$ cat config.mk
export PLATFORM = sky130hd
export DESIGN_NAME = mem_port_arbiter_flat
export DESIGN_NICKNAME = d
export VERILOG_FILES = /design/src/rtl/mem_port_arbiter_if.sv /design/src/rtl/mem_port_arbiter.sv /design/src/flat_wrapper.sv
export SDC_FILE = /design/constraint.sdc
export NUM_CORES = 1
export LEC_CHECK = 0
export ABC_AREA = 1
export ABC_CLOCK_PERIOD_IN_PS = 2400
export CORE_UTILIZATION = 35
export DETAILED_ROUTE_END_ITERATION = 8
export PLACE_DENSITY = 0.76
export SYNTH_ARGS = -nofsm -noshare
export SYNTH_HDL_FRONTEND = slang
export SYNTH_SLANG_ARGS = --single-unit
$ cat constraint.sdc
create_clock -name clk -period 2.4 [get_ports clk]
set_input_delay 0.48 -clock clk [delete_from_list [all_inputs] [get_ports clk]]
set_output_delay 0.48 -clock clk [all_outputs]
set_load 0.05 [all_outputs]
$ cat src/rtl/mem_port_arbiter_if.sv
// Shared memory-port bundle: fetch and data requester handshakes plus the memory-side bus.
// The arbiter connects through the slave view; requesters and memory use the master view.
interface mem_port_arbiter_if;
   logic        i_req;
   logic [31:0] i_addr;
   logic        i_done;
   logic [31:0] i_rdata;

   logic        d_req;
   logic        d_we;
   logic [31:0] d_addr;
   logic [31:0] d_wdata;
   logic        d_done;
   logic [31:0] d_rdata;

   logic [31:0] m_addr;
   logic [31:0] m_wdata;
   logic        m_read;
   logic        m_write;
   logic [31:0] m_rdata;

   logic        busy;

   modport slave (
      input  i_req, i_addr, d_req, d_we, d_addr, d_wdata, m_rdata,
      output i_done, i_rdata, d_done, d_rdata, m_addr, m_wdata, m_read, m_write, busy
   );

   modport master (
      output i_req, i_addr, d_req, d_we, d_addr, d_wdata, m_rdata,
      input  i_done, i_rdata, d_done, d_rdata, m_addr, m_wdata, m_read, m_write, busy
   );
endinterface

$ cat src/rtl/mem_port_arbiter.sv
// Round-robin arbiter sharing one memory port between instruction fetch and data access.
// Each access: one ACCESS phase of WAIT+1 cycles on latched values, then a RESP cycle with a done pulse.
module mem_port_arbiter #(
   parameter int WAIT = 0
) (
   input  logic               clk,
   input  logic               reset,
   mem_port_arbiter_if.slave  bus
);

   localparam logic [1:0] S_IDLE   = 2'd0;
   localparam logic [1:0] S_ACCESS = 2'd1;
   localparam logic [1:0] S_RESP   = 2'd2;

   localparam logic OWN_I = 1'b0;
   localparam logic OWN_D = 1'b1;

   logic [1:0]  state;
   logic [3:0]  cnt;
   logic        last;
   logic        owner;
   logic        lat_we;
   logic [31:0] lat_addr;
   logic [31:0] lat_wdata;
   logic [31:0] i_rdata_q;
   logic [31:0] d_rdata_q;
   logic        i_done_q;
   logic        d_done_q;

   logic        any_req;
   logic        grant_d;
   logic        final_cycle;

   // On a tie the requester that was not served last wins.
   always_comb begin
      any_req     = bus.i_req | bus.d_req;
      grant_d     = bus.d_req & (~bus.i_req | (last == OWN_I));
      final_cycle = (state == S_ACCESS) && (cnt == 4'd0);
   end

   always_ff @(posedge clk) begin
      if (reset) begin
         state     <= S_IDLE;
         cnt       <= 4'd0;
         last      <= OWN_D;
         owner     <= OWN_I;
         lat_we    <= 1'b0;
         lat_addr  <= '0;
         lat_wdata <= '0;
         i_rdata_q <= '0;
         d_rdata_q <= '0;
         i_done_q  <= 1'b0;
         d_done_q  <= 1'b0;
      end else begin
         i_done_q <= 1'b0;
         d_done_q <= 1'b0;
         case (state)
            S_IDLE: begin
               if (any_req) begin
                  state     <= S_ACCESS;
                  owner     <= grant_d;
                  last      <= grant_d;
                  lat_addr  <= grant_d ? bus.d_addr : bus.i_addr;
                  lat_wdata <= grant_d ? bus.d_wdata : 32'd0;
                  lat_we    <= grant_d & bus.d_we;
                  cnt       <= 4'(WAIT);
               end
            end
            S_ACCESS: begin
               if (cnt != 4'd0) begin
                  cnt <= cnt - 4'd1;
               end else begin
                  // Read data is taken from the last ACCESS cycle only.
                  if (!lat_we) begin
                     if (owner == OWN_D) d_rdata_q <= bus.m_rdata;
                     else                i_rdata_q <= bus.m_rdata;
                  end
                  if (owner == OWN_D) d_done_q <= 1'b1;
                  else                i_done_q <= 1'b1;
                  state <= S_RESP;
               end
            end
            S_RESP: begin
               state <= S_IDLE;
            end
            default: begin
               state <= S_IDLE;
            end
         endcase
      end
   end

   // Write strobe is gated by reset so an aborted store never commits.
   assign bus.m_addr  = lat_addr;
   assign bus.m_wdata = lat_wdata;
   assign bus.m_read  = (state == S_ACCESS) & ~lat_we;
   assign bus.m_write = final_cycle & lat_we & ~reset;
   assign bus.busy    = (state != S_IDLE);
   assign bus.i_done  = i_done_q;
   assign bus.d_done  = d_done_q;
   assign bus.i_rdata = i_rdata_q;
   assign bus.d_rdata = d_rdata_q;

endmodule

$ cat src/flat_wrapper.sv
// flat-port wrapper written by rule: the top's interface ports become plain ports
module mem_port_arbiter_flat 
#(
   parameter int WAIT = 0
)
  (clk, reset, bus_i_req, bus_i_addr, bus_d_req, bus_d_we, bus_d_addr, bus_d_wdata, bus_m_rdata, bus_i_done, bus_i_rdata, bus_d_done, bus_d_rdata, bus_m_addr, bus_m_wdata, bus_m_read, bus_m_write, bus_busy);
  mem_port_arbiter_if bus_i ();
  input  logic clk;
  input  logic reset;
  input wire logic [$bits(bus_i.i_req)-1:0] bus_i_req;
  input wire logic [$bits(bus_i.i_addr)-1:0] bus_i_addr;
  input wire logic [$bits(bus_i.d_req)-1:0] bus_d_req;
  input wire logic [$bits(bus_i.d_we)-1:0] bus_d_we;
  input wire logic [$bits(bus_i.d_addr)-1:0] bus_d_addr;
  input wire logic [$bits(bus_i.d_wdata)-1:0] bus_d_wdata;
  input wire logic [$bits(bus_i.m_rdata)-1:0] bus_m_rdata;
  output wire logic [$bits(bus_i.i_done)-1:0] bus_i_done;
  output wire logic [$bits(bus_i.i_rdata)-1:0] bus_i_rdata;
  output wire logic [$bits(bus_i.d_done)-1:0] bus_d_done;
  output wire logic [$bits(bus_i.d_rdata)-1:0] bus_d_rdata;
  output wire logic [$bits(bus_i.m_addr)-1:0] bus_m_addr;
  output wire logic [$bits(bus_i.m_wdata)-1:0] bus_m_wdata;
  output wire logic [$bits(bus_i.m_read)-1:0] bus_m_read;
  output wire logic [$bits(bus_i.m_write)-1:0] bus_m_write;
  output wire logic [$bits(bus_i.busy)-1:0] bus_busy;
  assign bus_i.i_req = bus_i_req;
  assign bus_i.i_addr = bus_i_addr;
  assign bus_i.d_req = bus_d_req;
  assign bus_i.d_we = bus_d_we;
  assign bus_i.d_addr = bus_d_addr;
  assign bus_i.d_wdata = bus_d_wdata;
  assign bus_i.m_rdata = bus_m_rdata;
  assign bus_i_done = bus_i.i_done;
  assign bus_i_rdata = bus_i.i_rdata;
  assign bus_d_done = bus_i.d_done;
  assign bus_d_rdata = bus_i.d_rdata;
  assign bus_m_addr = bus_i.m_addr;
  assign bus_m_wdata = bus_i.m_wdata;
  assign bus_m_read = bus_i.m_read;
  assign bus_m_write = bus_i.m_write;
  assign bus_busy = bus_i.busy;
  mem_port_arbiter #(.WAIT(WAIT)) u_core (.clk(clk), .reset(reset), .bus(bus_i));
endmodule
* Word-level counts from Yosys, hierarchy flattened
Index checks and enable logic that the tools add are counted. W data, S select, Z words.
Word-level totals: register bits after elaboration 139, input bits 133, output and inout port bits 133, word-level logic and storage cells 52
Operators by class: add/subtract/negate cells 1, equality and inequality tests 4, multiplexer cells 10, bitwise gates (word level) 14, reductions and logical operators 12
Operators by type and width (number):
- $mux W32 | 2
- $mux W4 | 2
- $pmux W4 S2 | 1
- $reduce_and A4 Y1 | 2
- $not A1 Y1 | 7
- $and A1 B1 Y1 | 5
- $logic_not A4 Y1 | 1
- $mux W2 | 2
- $ne A2 B1 Y1 const B | 2
- $pmux W2 S2 | 1
- $reduce_and A2 Y1 | 2
- $reduce_bool A2 Y1 | 2
- $reduce_bool A4 Y1 | 1
- $sub A4 B1 Y4 const B | 1
- $reduce_and A3 Y1 | 1
- $reduce_or A3 Y1 | 1
- $eq A2 B1 Y1 const B | 1
- $logic_not A2 Y1 | 1
- $mux W1 | 2
- $ne A2 B2 Y1 const B | 1
- $or A1 B1 Y1 | 2
- $logic_and A1 B1 Y1 | 1

* Depth between registers and ports, before layout
word-level depth 4, gate-level depth with buffers 9, mapped depth without buffers 8

* Worst setup path after synthesis
Ideal clock, no wire load.
path type input to output, start point in reset, end point out bus_m_write, data arrival time 1.561 ns, data required time 1.920 ns, slack 0.359 ns, stages on the path 4, path buffers 1, cells stage by stage inv_1 -> clkbuf_1 -> nand2_1 -> nor2_1
On the way: cells in the longest elaborated chain, start to end 2
Ends and longest elaborated chain:
- from (decl) | line flat_wrapper.sv:9 | input logic reset;
- $not A1 Y1 | line mem_port_arbiter.sv:97 | assign bus.m_write = final_cycle & lat_we & ~reset;
- $and A1 B1 Y1 | line mem_port_arbiter.sv:97
- to (decl) | line flat_wrapper.sv:24 | output wire logic [$bits(bus_i.m_write)-1:0] bus_m_write;
Every way passes these cells.

* Worst setup path after layout
start point reg u_core.state[1], end point out bus_busy
On the way: cells in the longest elaborated chain, start to end 1
Ends and longest elaborated chain:
- from (decl) | line mem_port_arbiter.sv:18 | logic [1:0] state;
- from (signal assigned) | line mem_port_arbiter.sv:43 | state <= S_IDLE;
- from (signal assigned) | line mem_port_arbiter.sv:60 | state <= S_ACCESS;
- from (signal assigned) | line mem_port_arbiter.sv:80 | state <= S_RESP;
- $reduce_bool A2 Y1 | line mem_port_arbiter.sv:98 | assign bus.busy = (state != S_IDLE);
- to (decl) | line flat_wrapper.sv:25 | output wire logic [$bits(bus_i.busy)-1:0] bus_busy;
Every way passes these cells.

==> impl_metrics.yaml <==
synthesis:
  ys_types: 23
  yosys-top-cells-count: "nor2_1 (197), dfxtp_1 (139), nand2_1 (139)"
  syn_nets: 823
  synth.cell_area_sq_um: 5190
  synth_top_area_share_pct: 53.6
  yosys.area.top_type: "dfxtp_1"
  syn_avg_cell_area_sq_um: 7.53
  synth_edf_count: 0
  ys_top_cells_by_area: "dfxtp_1 (54%), nor2_1 (14%), nand2_1 (10%), o21ai_0 (6.8%), nand3_1 (3.5%)"
  synth_flop_cell: "dfxtp_1"
  yosysMostFrequentCell: "nor2_1"
  synth_warnings: 0
  synthArstFlopShare_pct: 0
  ys_ff_latch: 139
  ys_seq_area_share_pct: 53.6
  synthesis.instances: 689
global_route:
  grt_pass1_vias: 4595
  antenna_found_initial: 0
  grt_pass1_wl_mm: 22.9
  gr-total-overflow: 0
  grt_max_degree: 102
  grtUsageTotal_pct: 19.5
clocking:
  clockBufferDepth: 2
  postCtsSetupBuffers: 0
  clock_latency_ps: 420
  clkSinkCount: 139
  clock-root-buffer: "clkbuf_16"
  cts_hold_buffers: 0
  ctsResizeCount: 0
  clk_pin_slew_ps: 50
  h-tree-depth: 4
  cts_inserted_buffers: 17
  cts_tree: "yes"
timing:
  timing.final.crit_share_pct: 94.8
  period_needed_ps: 2280
  tightest_slew_ps: 565
  relSlewSlack_pct: 62.2
  fin_tns_setup_ps: 0
  max_freq_mhz: 439
  clock-skew-final_ps: 7.50
  slew_violations: 0
  setup_viol: 0
  finalWorstSetupSlack_ps: 124
  grt_setup_unrepaired: "no"
  hold_viol_final: 0
worst_setup_path:
  path_cells: "nor2_1 > inv_1 > clkdlybuf4s50_1"
  cp-end-kind: "output port"
  max_stage_delay_ps: 840
  rr_worst_depth: 8
  cp_num_cells: 3
  critPathSlowestCell: "clkdlybuf4s50_1"
  crit_required_ps: 1920
  path_buf_inv: 2
  crit_type: "reg -> out"
  crit_family: "buffers and inverters"
  path_max_fanout: 3
  r2r-end: "u_core.bus.i_rdata[13]"
  critical_path_arrival_ps: 1800
  start_kind: "flop"
  r2r-start: "u_core.cnt[0]"
  rrSetupSlack_ps: 610
hold_path:
  hold-path-cell-count: 2
  min_from: "u_core.bus.m_wdata[4]"
  hold_path.class: "reg -> reg"
  holdPathEnd: "u_core.bus.m_wdata[4]"
flow_run:
  drv_cap: 0
placed_design:
  portBuffers: 265
  gp_congestion: 0.731
  pre_cts_ws_ps: 378
  dp_hpwl_mm: 10.4
power_and_ir_drop:
  clkPwrFrac_pct: 31.6
  p_comb_share_pct: 35.0
  max-vdd-ir-drop_uv: 498
  p_leak_nw: 3.52
  powerDensity_nw_per_um2: 989
  sw_frac_of_total_pct: 36.5
  seq_power_share_pct: 33.4
  intPower_mw: 5.39
  p_sw_mw: 3.10
die:
  fp.coreArea_sq_um: 14500
  fp.dieArea_sq_um: 15300
  die_w_um: 124
  die_h_um: 124
  rows: 44
  ios: 266
  start_util_pct: 35.8
routing:
  ant_nets: 0
  vias: 5203
  drt_iter0_markers: 288
  viasPerCell: 4.57
  wl_mm: 15.0
  drc: 0
  wire_per_inst_um: 13.2
  drtPass1Iterations: 6
final_layout:
  nets: 1076
  drive_above_1_share_pct: 6.28
  areaGrowthSynthToFinish_pct: 65.2
  antenna_cells: 0
status:
  status: "finished clean"
==> kinds of logic (layout without fill, tap and decap cells) <==
logic type,count (synthesis),after routing,share of synthesized area [%]
adders and majority gates,1,1,0.241
and+or+nand+nor,382,382,29.5
buffers and inverters,60,326,6.29
AOI/OAI and AO/OA,107,107,10.4
DFF,139,139,53.6
==> cells in the final DEF, fill, tap and decap left out, types with 2 or more instances in the layout <==
master,n
inv_1,11
clkbuf_8,3
clkbuf_16,17
buf_4,8
nand3_4,2
bufinv_16,3
clkinv_2,7
nor2_4,2
clkdlybuf4s50_1,263
buf_12,5
a21oi_1,5
o21ai_0,70
inv_2,4
nor3_1,2
nand2_1,139
clkinv_4,2
o21ai_1,31
nand3_1,36
clkinvlp_4,2
dfxtp_1,139
nor2_1,197
or2_2,2
==> how the worst max path moves through the flow <==
stage                    startpoint                     to
finish              u_core.state[1]               bus_busy
global route          u_core.cnt[0]            bus_m_write
CTS                 u_core.state[1]               bus_busy
detailed placement            reset  u_core.bus.m_addr[12]
global placement              reset  u_core.bus.m_addr[12]
floorplan                     reset            bus_m_write
==> flip-flops by register name, summed over array words and instances (netlist names) <==
| register | cells |
|---|---|
| u_core.bus.m_wdata | 32 |
| u_core.lat_we | 1 |
| u_core.bus.i_rdata | 32 |
| u_core.last | 1 |
| u_core.bus.d_done | 1 |
| u_core.bus.d_rdata | 32 |
| u_core.bus.i_done | 1 |
| u_core.owner | 1 |
| u_core.cnt | 4 |
| u_core.bus.m_addr | 32 |
| u_core.state | 2 |
==> per-stage QoR <==
step	power, mW	instances	hold slack (ps)	cell area [sq um]	util, %
after detailed placement	5.86	1107	431	7960	55.0
after floorplan	4.81	689	436	5190	-
after global placement	5.83	1107	427	7960	55.0
final	8.48	1139	441	8580	59.2
after CTS	8.58	1139	446	8580	59.2
after global routing	8.92	1139	454	8580	59.2
==> power by group through the flow <==
stage                     combinational, mW  sequential [mW]  clock [mW]
after global placement                 2.97             2.87           0
after detailed placement               2.99             2.88           0
after global routing                   3.18             2.87        2.87
after floorplan                       0.852             3.96           0
final                                  2.97             2.83        2.68
after CTS                              3.00             2.83        2.75
==> area by class of cell <==
type                       count  area (sq um)
inverter                      18          71.3
timing repair buffer         276          2790
sequential                   139          2780
multi-input combinational    490          2090
fill                        1291          5900
clock inverter                11           143
clock buffer                  21           470
tap                          184           230
==> worst reg2reg max path, stage by stage (launching register included) <==
cell      delay (ps)
dfxtp_1          350
inv_1             60
ha_1             220
nand2_1          150
inv_2             80
nand3_4           90
clkinv_2         390
nor2_1           270
nor2_1            70
==> routing by layer <==
layer	wire (um)	GRT usage [%]
met2	7190	32.0
met5	0	0
met4	311	8.89
met1	6370	23.1
met3	1140	6.09
Note: power is estimated with default switching activity, not from simulation.
